$ cat src/rtl/osr_autopull.sv
// rtl/osr_autopull.sv - output shift register with explicit PULL and threshold autopull from a TX FIFO
// OUT, PULL and idle refill share one pop path, so at most one FIFO word moves per cycle.
module osr_autopull (
  input  logic        clk,
  input  logic        reset,
  input  logic [31:0] fifo_dout,
  input  logic        fifo_empty,
  output logic        fifo_pull,
  input  logic        out_en,
  input  logic [4:0]  out_bits,
  input  logic        pull_en,
  input  logic        pull_block,
  input  logic [31:0] x_in,
  input  logic        shift_right,
  input  logic        autopull_en,
  input  logic [4:0]  pull_thresh,
  output logic [31:0] out_data,
  output logic        out_valid,
  output logic        stall,
  output logic [5:0]  shift_count
);

  logic [31:0] osr_q, osr_d;
  logic [5:0]  cnt_q, cnt_d;
  logic [31:0] out_data_q, out_data_d;
  logic        out_valid_q, out_valid_d;
  logic        pop, stall_c, need;
  logic [5:0]  n, thr;
  logic [6:0]  sum;

  assign n    = (out_bits == 5'd0) ? 6'd32 : {1'b0, out_bits};
  assign thr  = (pull_thresh == 5'd0) ? 6'd32 : {1'b0, pull_thresh};
  assign need = autopull_en && (cnt_q >= thr);
  assign sum  = {1'b0, cnt_q} + {1'b0, n};

  always_comb begin
    osr_d       = osr_q;
    cnt_d       = cnt_q;
    out_data_d  = out_data_q;
    out_valid_d = 1'b0;
    pop         = 1'b0;
    stall_c     = 1'b0;
    if (!reset) begin
      if (pull_en) begin
        // With autopull on, an explicit PULL below threshold is a no-op.
        if (!(autopull_en && cnt_q < thr)) begin
          if (!fifo_empty) begin
            pop = 1'b1;
          end else if (pull_block) begin
            stall_c = 1'b1;
          end else begin
            osr_d = x_in;
            cnt_d = 6'd0;
          end
        end
      end else if (out_en) begin
        if (need) begin
          stall_c = 1'b1;
          pop     = !fifo_empty;
        end else begin
          if (shift_right) begin
            out_data_d = osr_q & ~(32'hFFFF_FFFF << n);
            osr_d      = osr_q >> n;
          end else begin
            out_data_d = osr_q >> (6'd32 - n);
            osr_d      = osr_q << n;
          end
          out_valid_d = 1'b1;
          cnt_d       = (sum > 7'd32) ? 6'd32 : sum[5:0];
        end
      end else if (need && !fifo_empty) begin
        pop = 1'b1;
      end
      if (pop) begin
        osr_d = fifo_dout;
        cnt_d = 6'd0;
      end
    end
  end

  always_ff @(posedge clk) begin
    if (reset) begin
      osr_q       <= 32'd0;
      cnt_q       <= 6'd32;
      out_data_q  <= 32'd0;
      out_valid_q <= 1'b0;
    end else begin
      osr_q       <= osr_d;
      cnt_q       <= cnt_d;
      out_data_q  <= out_data_d;
      out_valid_q <= out_valid_d;
    end
  end

  assign fifo_pull   = pop;
  assign stall       = stall_c;
  assign out_data    = out_data_q;
  assign out_valid   = out_valid_q;
  assign shift_count = cnt_q;

endmodule

$ cat config.mk
export PLATFORM = sky130hd
export DESIGN_NAME = osr_autopull
export DESIGN_NICKNAME = d
export VERILOG_FILES = /design/src/rtl/osr_autopull.sv
export SDC_FILE = /design/constraint.sdc
export NUM_CORES = 1
export LEC_CHECK = 0
export CAP_MARGIN = 0
export CORE_UTILIZATION = 50
export CTS_CLUSTER_DIAMETER = 150
export CTS_CLUSTER_SIZE = 20
export DETAILED_ROUTE_END_ITERATION = 8
export HOLD_SLACK_MARGIN = 0.08
export PLACE_DENSITY = 0.84
export SLEW_MARGIN = 15
export SYNTH_ARGS = -nofsm -noshare
export SYNTH_HDL_FRONTEND = slang
export SYNTH_SLANG_ARGS = --single-unit
$ cat constraint.sdc
create_clock -name clk -period 10.28 [get_ports clk]
set_input_delay 3.084 -clock clk [delete_from_list [all_inputs] [get_ports clk]]
set_output_delay 3.084 -clock clk [all_outputs]
set_load 0.05 [all_outputs]
==> impl_metrics.xml, run 1 <==
<?xml version="1.0" encoding="UTF-8"?>
<metrics>
  <group name="drt">
    <metric name="drc" unit="">9</metric>
    <metric name="post_drt_wl_per_cell" unit="um">30.00</metric>
    <metric name="antenna_left" unit="">0</metric>
    <metric name="number_of_detailed_route_iterations_in_the_first_pass" unit="">9</metric>
    <metric name="dr_total_vias" unit="">10920</metric>
    <metric name="avgViaCountPerCell" unit="">7.499</metric>
    <metric name="routed_wirelength" unit="um">43680</metric>
    <metric name="dr.first_iter.drc_count" unit="">1632</metric>
  </group>
  <group name="clocking">
    <metric name="numClockSinks" unit="">71</metric>
    <metric name="cts_hold_repair.buffers" unit="">0</metric>
    <metric name="ctsHtreeMaxLevel" unit="">3</metric>
    <metric name="numCtsBuffers" unit="">9</metric>
    <metric name="cts_tree" unit="">yes</metric>
    <metric name="cts_resized" unit="">0</metric>
    <metric name="ctsLongestPathBuffers" unit="">2</metric>
    <metric name="worst_skew_pair.late_latency" unit="ps">360</metric>
    <metric name="post_cts.repair.setup_buffers" unit="">0</metric>
    <metric name="cts.root.buffer_cell" unit="">clkbuf_16</metric>
    <metric name="clkTransAtPathRegs" unit="ps">60</metric>
  </group>
  <group name="floorplan">
    <metric name="design.portCount" unit="">123</metric>
    <metric name="floorplan.rows" unit="">49</metric>
    <metric name="chip_width" unit="um">139.1</metric>
    <metric name="fp.dieArea" unit="sq um">19360</metric>
    <metric name="core_area" unit="sq um">18210</metric>
    <metric name="initial_core_util" unit="">0.5164</metric>
    <metric name="die_h" unit="um">139.1</metric>
  </group>
  <group name="synthesis">
    <metric name="synth_fp_nets" unit="">1302</metric>
    <metric name="synth_enable_flop_cells" unit="">0</metric>
    <metric name="synthesis.yosys.warnings" unit="">0</metric>
    <metric name="synth.avg_cell_area" unit="sq um">7.816</metric>
    <metric name="ys_seq_area_frac" unit="">0.1512</metric>
    <metric name="synth_ff_type" unit="">dfxtp_1</metric>
    <metric name="synthCells" unit="">1203</metric>
    <metric name="synthesis.area" unit="sq um">9403</metric>
    <metric name="yosys_register_bits" unit="">71</metric>
    <metric name="count_of_unique_library_cells_instantiated_by_yosys" unit="">84</metric>
    <metric name="synthArstFlopShare" unit="">0</metric>
  </group>
  <group name="grt">
    <metric name="grt.overflow.total" unit="">0</metric>
    <metric name="first_pass_grt_wire_length" unit="um">64540</metric>
    <metric name="first_global_vias" unit="">10030</metric>
    <metric name="grt_antenna_before_repair" unit="">1</metric>
    <metric name="grt.total_usage" unit="">0.4460</metric>
    <metric name="grt_max_degree" unit="">69</metric>
  </group>
  <group name="place">
    <metric name="dp_worst_setup_slack" unit="ps">1115</metric>
    <metric name="port-buffer-count" unit="">122</metric>
    <metric name="area_post_placement" unit="sq um">10380</metric>
    <metric name="place.gp.congestion" unit="">1.071</metric>
    <metric name="placedCellCount" unit="">1440</metric>
    <metric name="place_hpwl" unit="um">31860</metric>
  </group>
  <group name="worst_setup_path">
    <metric name="worst_path_largest_cell_delay" unit="ps">850</metric>
    <metric name="criticalPathCategory" unit="">in2out</metric>
    <metric name="path_cells" unit="">clkdlybuf4s50_1, nor3_1, nand3_1, ha_1, nand4_1, a21oi_1, nor3_1, nor2_1, a2bb2oi_1, nor2_1, clkdlybuf4s50_1</metric>
    <metric name="timing.critical_path.to_type" unit="">output port</metric>
    <metric name="arrival" unit="ps">6130</metric>
    <metric name="worst-path-max-fanout" unit="">5</metric>
    <metric name="critPathLaunchType" unit="">input port</metric>
    <metric name="cpMaxStageDelayCell" unit="">clkdlybuf4s50_1</metric>
    <metric name="timing.critical_path.required" unit="ps">7200</metric>
  </group>
  <group name="layout">
    <metric name="most-common-layout-cells" unit="">nand2_1, nor2_1, clkdlybuf4s50_1</metric>
    <metric name="antenna_cells" unit="">0</metric>
    <metric name="final_std_cell_area_no_fill" unit="sq um">10690</metric>
    <metric name="fin_cells" unit="">1456</metric>
    <metric name="growth_of_design_area_from_synthesis_to_finish" unit="%">13.67</metric>
    <metric name="mostFrequentLayoutCell" unit="">nand2_1</metric>
    <metric name="finish.net_count" unit="">1321</metric>
    <metric name="final_core_utilization" unit="">0.5870</metric>
    <metric name="drive_above_1_share" unit="">0.1353</metric>
  </group>
  <group name="status">
    <metric name="violations" unit="">design-rule violations</metric>
    <metric name="run_status" unit="">finished, violations left</metric>
  </group>
  <group name="power_and_ir_drop">
    <metric name="lkg_pwr" unit="nW">3.835</metric>
    <metric name="worst_voltage_drop_across_the_vdd_grid" unit="V">0.00009152</metric>
    <metric name="power_density" unit="nW/um^2">123.0</metric>
  </group>
  <group name="timing">
    <metric name="slew-limit-headroom" unit="">0.1671</metric>
    <metric name="timing.final.hold_violations" unit="">0</metric>
    <metric name="final_period_minus_worst_setup_slack" unit="ps">9218</metric>
    <metric name="tns" unit="ps">0</metric>
    <metric name="rsz0062_at_grt" unit="">false</metric>
    <metric name="finalMaxSlewViolations" unit="">0</metric>
    <metric name="final-setup-viol-count" unit="">0</metric>
    <metric name="finClkSkew" unit="ps">11.90</metric>
    <metric name="fmaxAchievable" unit="MHz">108.5</metric>
    <metric name="setup_slack" unit="ps">1062</metric>
    <metric name="final.period_utilization" unit="">0.8967</metric>
    <metric name="timing_worst_slew_pin_value" unit="ps">1238</metric>
  </group>
  <group name="worst_hold_path">
    <metric name="holdCritPathClass" unit="">reg2reg</metric>
  </group>
  <group name="job">
    <metric name="drv.max_cap_violation_count" unit="">0</metric>
  </group>
</metrics>
## metrics by stage
stage               hold slack (ps)  total power, mW
floorplan                     542.7           0.7469
global placement              483.5           0.9470
detailed placement            487.2           0.9501
CTS                           496.7            1.281
global route                  523.9            1.346
finish                        494.3            1.314
## worst paths after layout
kind,from,end,slack [ps],cells after the start
min,out_data[31],out_data[31],490,2
max reg2reg,shift_count[0],osr_q[29],7080,9
min reg2reg,out_data[31],out_data[31],490,2
max,pull_thresh[0],stall,1060,11
## worst max-delay path: cells and delay by family
| kind | cells | cell delay (ps) |
|---|---|---|
| adder cells (fa/ha/maj) | 1 | 310 |
| buffers and inverters | 2 | 1280 |
| AO/OA/AOI/OAI | 2 | 450 |
| AND/OR/NAND/NOR | 6 | 990 |
## report_power, final
group | internal [mW] | switching (mW)
Sequential | 0.299 | 0.0716
Combinational | 0.236 | 0.373
Clock | 0.194 | 0.142
Total | 0.728 | 0.586
## synthesized netlist by cell type, drive strengths merged, types with 23 or more instances
| library cell | instances | share of area |
|---|---|---|
| dfxtp | 71 | 0.15 |
| clkbuf | 74 | 0.030 |
| nor2 | 131 | 0.053 |
| o21ai | 72 | 0.039 |
| mux4 | 52 | 0.12 |
| mux2i | 74 | 0.079 |
| a21oi | 79 | 0.042 |
| a311oi | 28 | 0.027 |
| a211oi | 43 | 0.037 |
| nand2 | 132 | 0.053 |
| mux2 | 39 | 0.047 |
| buf | 66 | 0.049 |
| nand3 | 31 | 0.017 |
| nor3 | 23 | 0.013 |
## flip-flops by register name (all words and copies together), names as in the netlist
signal,cells
osr_q,32
out_data,32
out_valid,1
shift_count,6
## kinds of logic after synthesis
group / share of synthesized area
buffers and inverters: 0.08876
xor gates and xnor gates: 0.005457
muxes: 0.2500
DFF: 0.1512
and+or+nand+nor: 0.1787
adders and majority gates: 0.02342
AOI/OAI and AO/OA: 0.3025
## layout make-up
| type | instances | area (sq um) |
|---|---|---|
| multi-input cells | 968 | 7181 |
| inverters | 24 | 90.09 |
| repair buffers | 148 | 1398 |
| well taps | 229 | 286.5 |
| clock buffers | 9 | 225.2 |
| clock inverters | 7 | 86.33 |
| flip-flops and latches | 71 | 1421 |
| fillers | 1706 | 7521 |
## per-layer routing
metal  vias to the layer above  global-route usage  share of wire
li1                       4646                   -              -
met1                      5125              0.5634           0.37
met2                       919              0.6722           0.43
met3                       228              0.1157           0.13
met4                         0              0.2930          0.075
met5                         -                   0              0
Note: power is estimated with default switching activity, not from simulation.
==> inputs of run 2 (changes only) <==
Settings changed: PLACE_DENSITY 0.84 to default, PLACE_DENSITY_LB_ADDON from default to 0.08.
==> run 2 against run 1 <==
  * The flow still finishes with violations (design-rule violations)
  * Hold slack lost 0.88 ps
  * Clock power shrank 7.2%
  * Highest routed layer unchanged
  * Utilization shrank 0.18 points
  * Largest cell class unchanged
  * Register-to-register slack got worse by 320 ps
  * Via count is 1.1% lower
  * Die area is the same
  * Largest power group unchanged
  * Sequential share of layout area about the same
  * Count of clock-buffer cells in the layout unchanged
  * Cell count is essentially flat
==> impl_metrics.xml, run 2 (synthesized netlist as in run 1, its figures left out) <==
<?xml version="1.0" encoding="UTF-8"?>
<metrics>
  <group name="status">
    <metric name="run_status" unit="">finished, violations left</metric>
    <metric name="violations" unit="">design-rule violations</metric>
  </group>
  <group name="grt">
    <metric name="grt_max_degree" unit="">69</metric>
    <metric name="grt_antenna_before_repair" unit="">0</metric>
    <metric name="grt.overflow.total" unit="">0</metric>
    <metric name="first_pass_grt_wire_length" unit="um">65000</metric>
    <metric name="first_global_vias" unit="">10200</metric>
    <metric name="grt.total_usage" unit="">0.4505</metric>
  </group>
  <group name="drt">
    <metric name="dr.first_iter.drc_count" unit="">1624</metric>
    <metric name="number_of_detailed_route_iterations_in_the_first_pass" unit="">9</metric>
    <metric name="antenna_left" unit="">0</metric>
    <metric name="drc" unit="">4</metric>
    <metric name="avgViaCountPerCell" unit="">7.418</metric>
    <metric name="dr_total_vias" unit="">10790</metric>
    <metric name="post_drt_wl_per_cell" unit="um">30.05</metric>
    <metric name="routed_wirelength" unit="um">43720</metric>
  </group>
  <group name="timing">
    <metric name="tns" unit="ps">0</metric>
    <metric name="finalMaxSlewViolations" unit="">0</metric>
    <metric name="slew-limit-headroom" unit="">0.1219</metric>
    <metric name="whs" unit="ps">493.4</metric>
    <metric name="final_period_minus_worst_setup_slack" unit="ps">9337</metric>
    <metric name="final.period_utilization" unit="">0.9082</metric>
    <metric name="final-setup-viol-count" unit="">0</metric>
    <metric name="fmaxAchievable" unit="MHz">107.1</metric>
    <metric name="rsz0062_at_grt" unit="">false</metric>
    <metric name="timing.final.hold_violations" unit="">0</metric>
    <metric name="timing_worst_slew_pin_value" unit="ps">1312</metric>
    <metric name="finClkSkew" unit="ps">8.973</metric>
  </group>
  <group name="power_and_ir_drop">
    <metric name="power_switching_share" unit="">0.4566</metric>
    <metric name="power_share_of_the_clock_group" unit="">0.241</metric>
    <metric name="post-layout-total-power" unit="mW">1.292</metric>
    <metric name="power_density" unit="nW/um^2">121.3</metric>
    <metric name="lkg_pwr" unit="nW">3.814</metric>
    <metric name="share_of_power_burned_in_combinational_logic" unit="">0.468</metric>
    <metric name="worst_voltage_drop_across_the_vdd_grid" unit="V">0.00007858</metric>
    <metric name="cell_internal_pwr" unit="mW">0.7021</metric>
    <metric name="power.switching" unit="mW">0.5901</metric>
    <metric name="p_seq_frac" unit="">0.292</metric>
  </group>
  <group name="layout">
    <metric name="antenna_cells" unit="">0</metric>
    <metric name="finish.net_count" unit="">1320</metric>
    <metric name="final_core_utilization" unit="">0.5852</metric>
    <metric name="drive_above_1_share" unit="">0.1346</metric>
    <metric name="mostFrequentLayoutCell" unit="">nand2_1</metric>
    <metric name="growth_of_design_area_from_synthesis_to_finish" unit="%">13.32</metric>
    <metric name="most-common-layout-cells" unit="">nand2_1, nor2_1, clkdlybuf4s50_1</metric>
    <metric name="final_std_cell_area_no_fill" unit="sq um">10660</metric>
    <metric name="num-fill-cells" unit="">1659</metric>
  </group>
  <group name="floorplan">
    <metric name="floorplan.rows" unit="">49</metric>
    <metric name="fp.dieArea" unit="sq um">19360</metric>
    <metric name="initial_core_util" unit="">0.5164</metric>
    <metric name="core_area" unit="sq um">18210</metric>
    <metric name="design.portCount" unit="">123</metric>
    <metric name="die_h" unit="um">139.1</metric>
    <metric name="chip_width" unit="um">139.1</metric>
  </group>
  <group name="place">
    <metric name="area_post_placement" unit="sq um">10370</metric>
    <metric name="place.gp.congestion" unit="">1.078</metric>
    <metric name="port-buffer-count" unit="">122</metric>
    <metric name="place_hpwl" unit="um">31650</metric>
  </group>
  <group name="worst_setup_path">
    <metric name="r2r_cells" unit="">7</metric>
    <metric name="critPathLaunchType" unit="">input port</metric>
    <metric name="arrival" unit="ps">6250</metric>
    <metric name="timing.critical_path.required" unit="ps">7200</metric>
    <metric name="timing.critical_path.to_type" unit="">output port</metric>
    <metric name="path_cells" unit="">clkdlybuf4s50_1, nor3_1, nand3_1, ha_1, a21oi_1, o21ai_2, nor3_1, nor2_1, a2bb2oi_1, nor2_1, clkdlybuf4s50_1</metric>
    <metric name="cpMaxStageDelayCell" unit="">clkdlybuf4s50_1</metric>
    <metric name="worst-path-max-fanout" unit="">7</metric>
    <metric name="worst_path_largest_cell_delay" unit="ps">730</metric>
    <metric name="criticalPathCategory" unit="">in2out</metric>
  </group>
  <group name="clocking">
    <metric name="cts.root.buffer_cell" unit="">clkbuf_16</metric>
    <metric name="numClockSinks" unit="">71</metric>
    <metric name="ctsHtreeMaxLevel" unit="">3</metric>
    <metric name="cts_hold_repair.buffers" unit="">0</metric>
    <metric name="post_cts.repair.setup_buffers" unit="">0</metric>
    <metric name="worst_skew_pair.late_latency" unit="ps">350</metric>
    <metric name="cts_tree" unit="">yes</metric>
    <metric name="cts_resized" unit="">0</metric>
    <metric name="clkTransAtPathRegs" unit="ps">60</metric>
    <metric name="numCtsBuffers" unit="">9</metric>
    <metric name="ctsLongestPathBuffers" unit="">2</metric>
  </group>
  <group name="worst_hold_path">
    <metric name="hold-path-cell-count" unit="">2</metric>
    <metric name="holdCritPathClass" unit="">reg2reg</metric>
  </group>
  <group name="job">
    <metric name="drv.max_cap_violation_count" unit="">0</metric>
  </group>
</metrics>
[run 2: changes by cell type in the layout (fill, tap and decap cells not counted)]
cell,change
buf_4,-1
bufinv_16,-1
clkinv_4,-1
clkinvlp_4,+1
inv_6,+2
inv_8,-1
[run 2: worst paths after layout]
path / startpoint / endpoint / slack (ps)
min reg2reg: out_data[9] / out_data[9] / 490
max: pull_thresh[0] / stall / 940
min: out_data[9] / out_data[9] / 490
max reg2reg: osr_q[1] / osr_q[14] / 6760
[run 2: per-layer routing]
metal	vias to the layer above	global-route usage	part of all wire	routed length (um)
li1	4647	-	-	-
met1	5078	0.5502	0.37	16300
met2	853	0.6792	0.42	18490
met3	215	0.1405	0.13	5509
met4	0	0.3076	0.078	3417
met5	-	0	0	0
[run 2: power groups by stage]
stage	clock, mW	combinational (mW)	sequential, mW
finish	0.311	0.604	0.377
global route	0.325	0.631	0.372
CTS	0.312	0.581	0.367
detailed placement	0	0.579	0.373
global placement	0	0.580	0.371
floorplan	0	0.398	0.349
[run 2: per-stage QoR]
stage	worst slack, ps	instances
final	943.2	1455
after CTS	947.0	1455
after floorplan	1746	1203
after global placement	1083	1439
after detailed placement	961.0	1439
after global routing	637.9	1455
[run 2: layout make-up]
class / instances / area [sq um] / area share
Inverter: 24 / 90.09 / 0.008455
Clock inverter: 7 / 61.31 / 0.005754
Clock buffer: 9 / 225.2 / 0.02114
Tap cell: 229 / 286.5 / 0.02689
Multi-Input combinational cell: 968 / 7181 / 0.6739
Timing Repair Buffer: 147 / 1390 / 0.1305
Sequential cell: 71 / 1421 / 0.1334
[run 2: worst max-delay path: cells and delay by family]
kind | cells | cell delay, ps
AOI/OAI and AO/OA | 3 | 570
adders and majority gates | 1 | 330
buffers and inverters | 2 | 1160
and+or+nand+nor | 5 | 1110
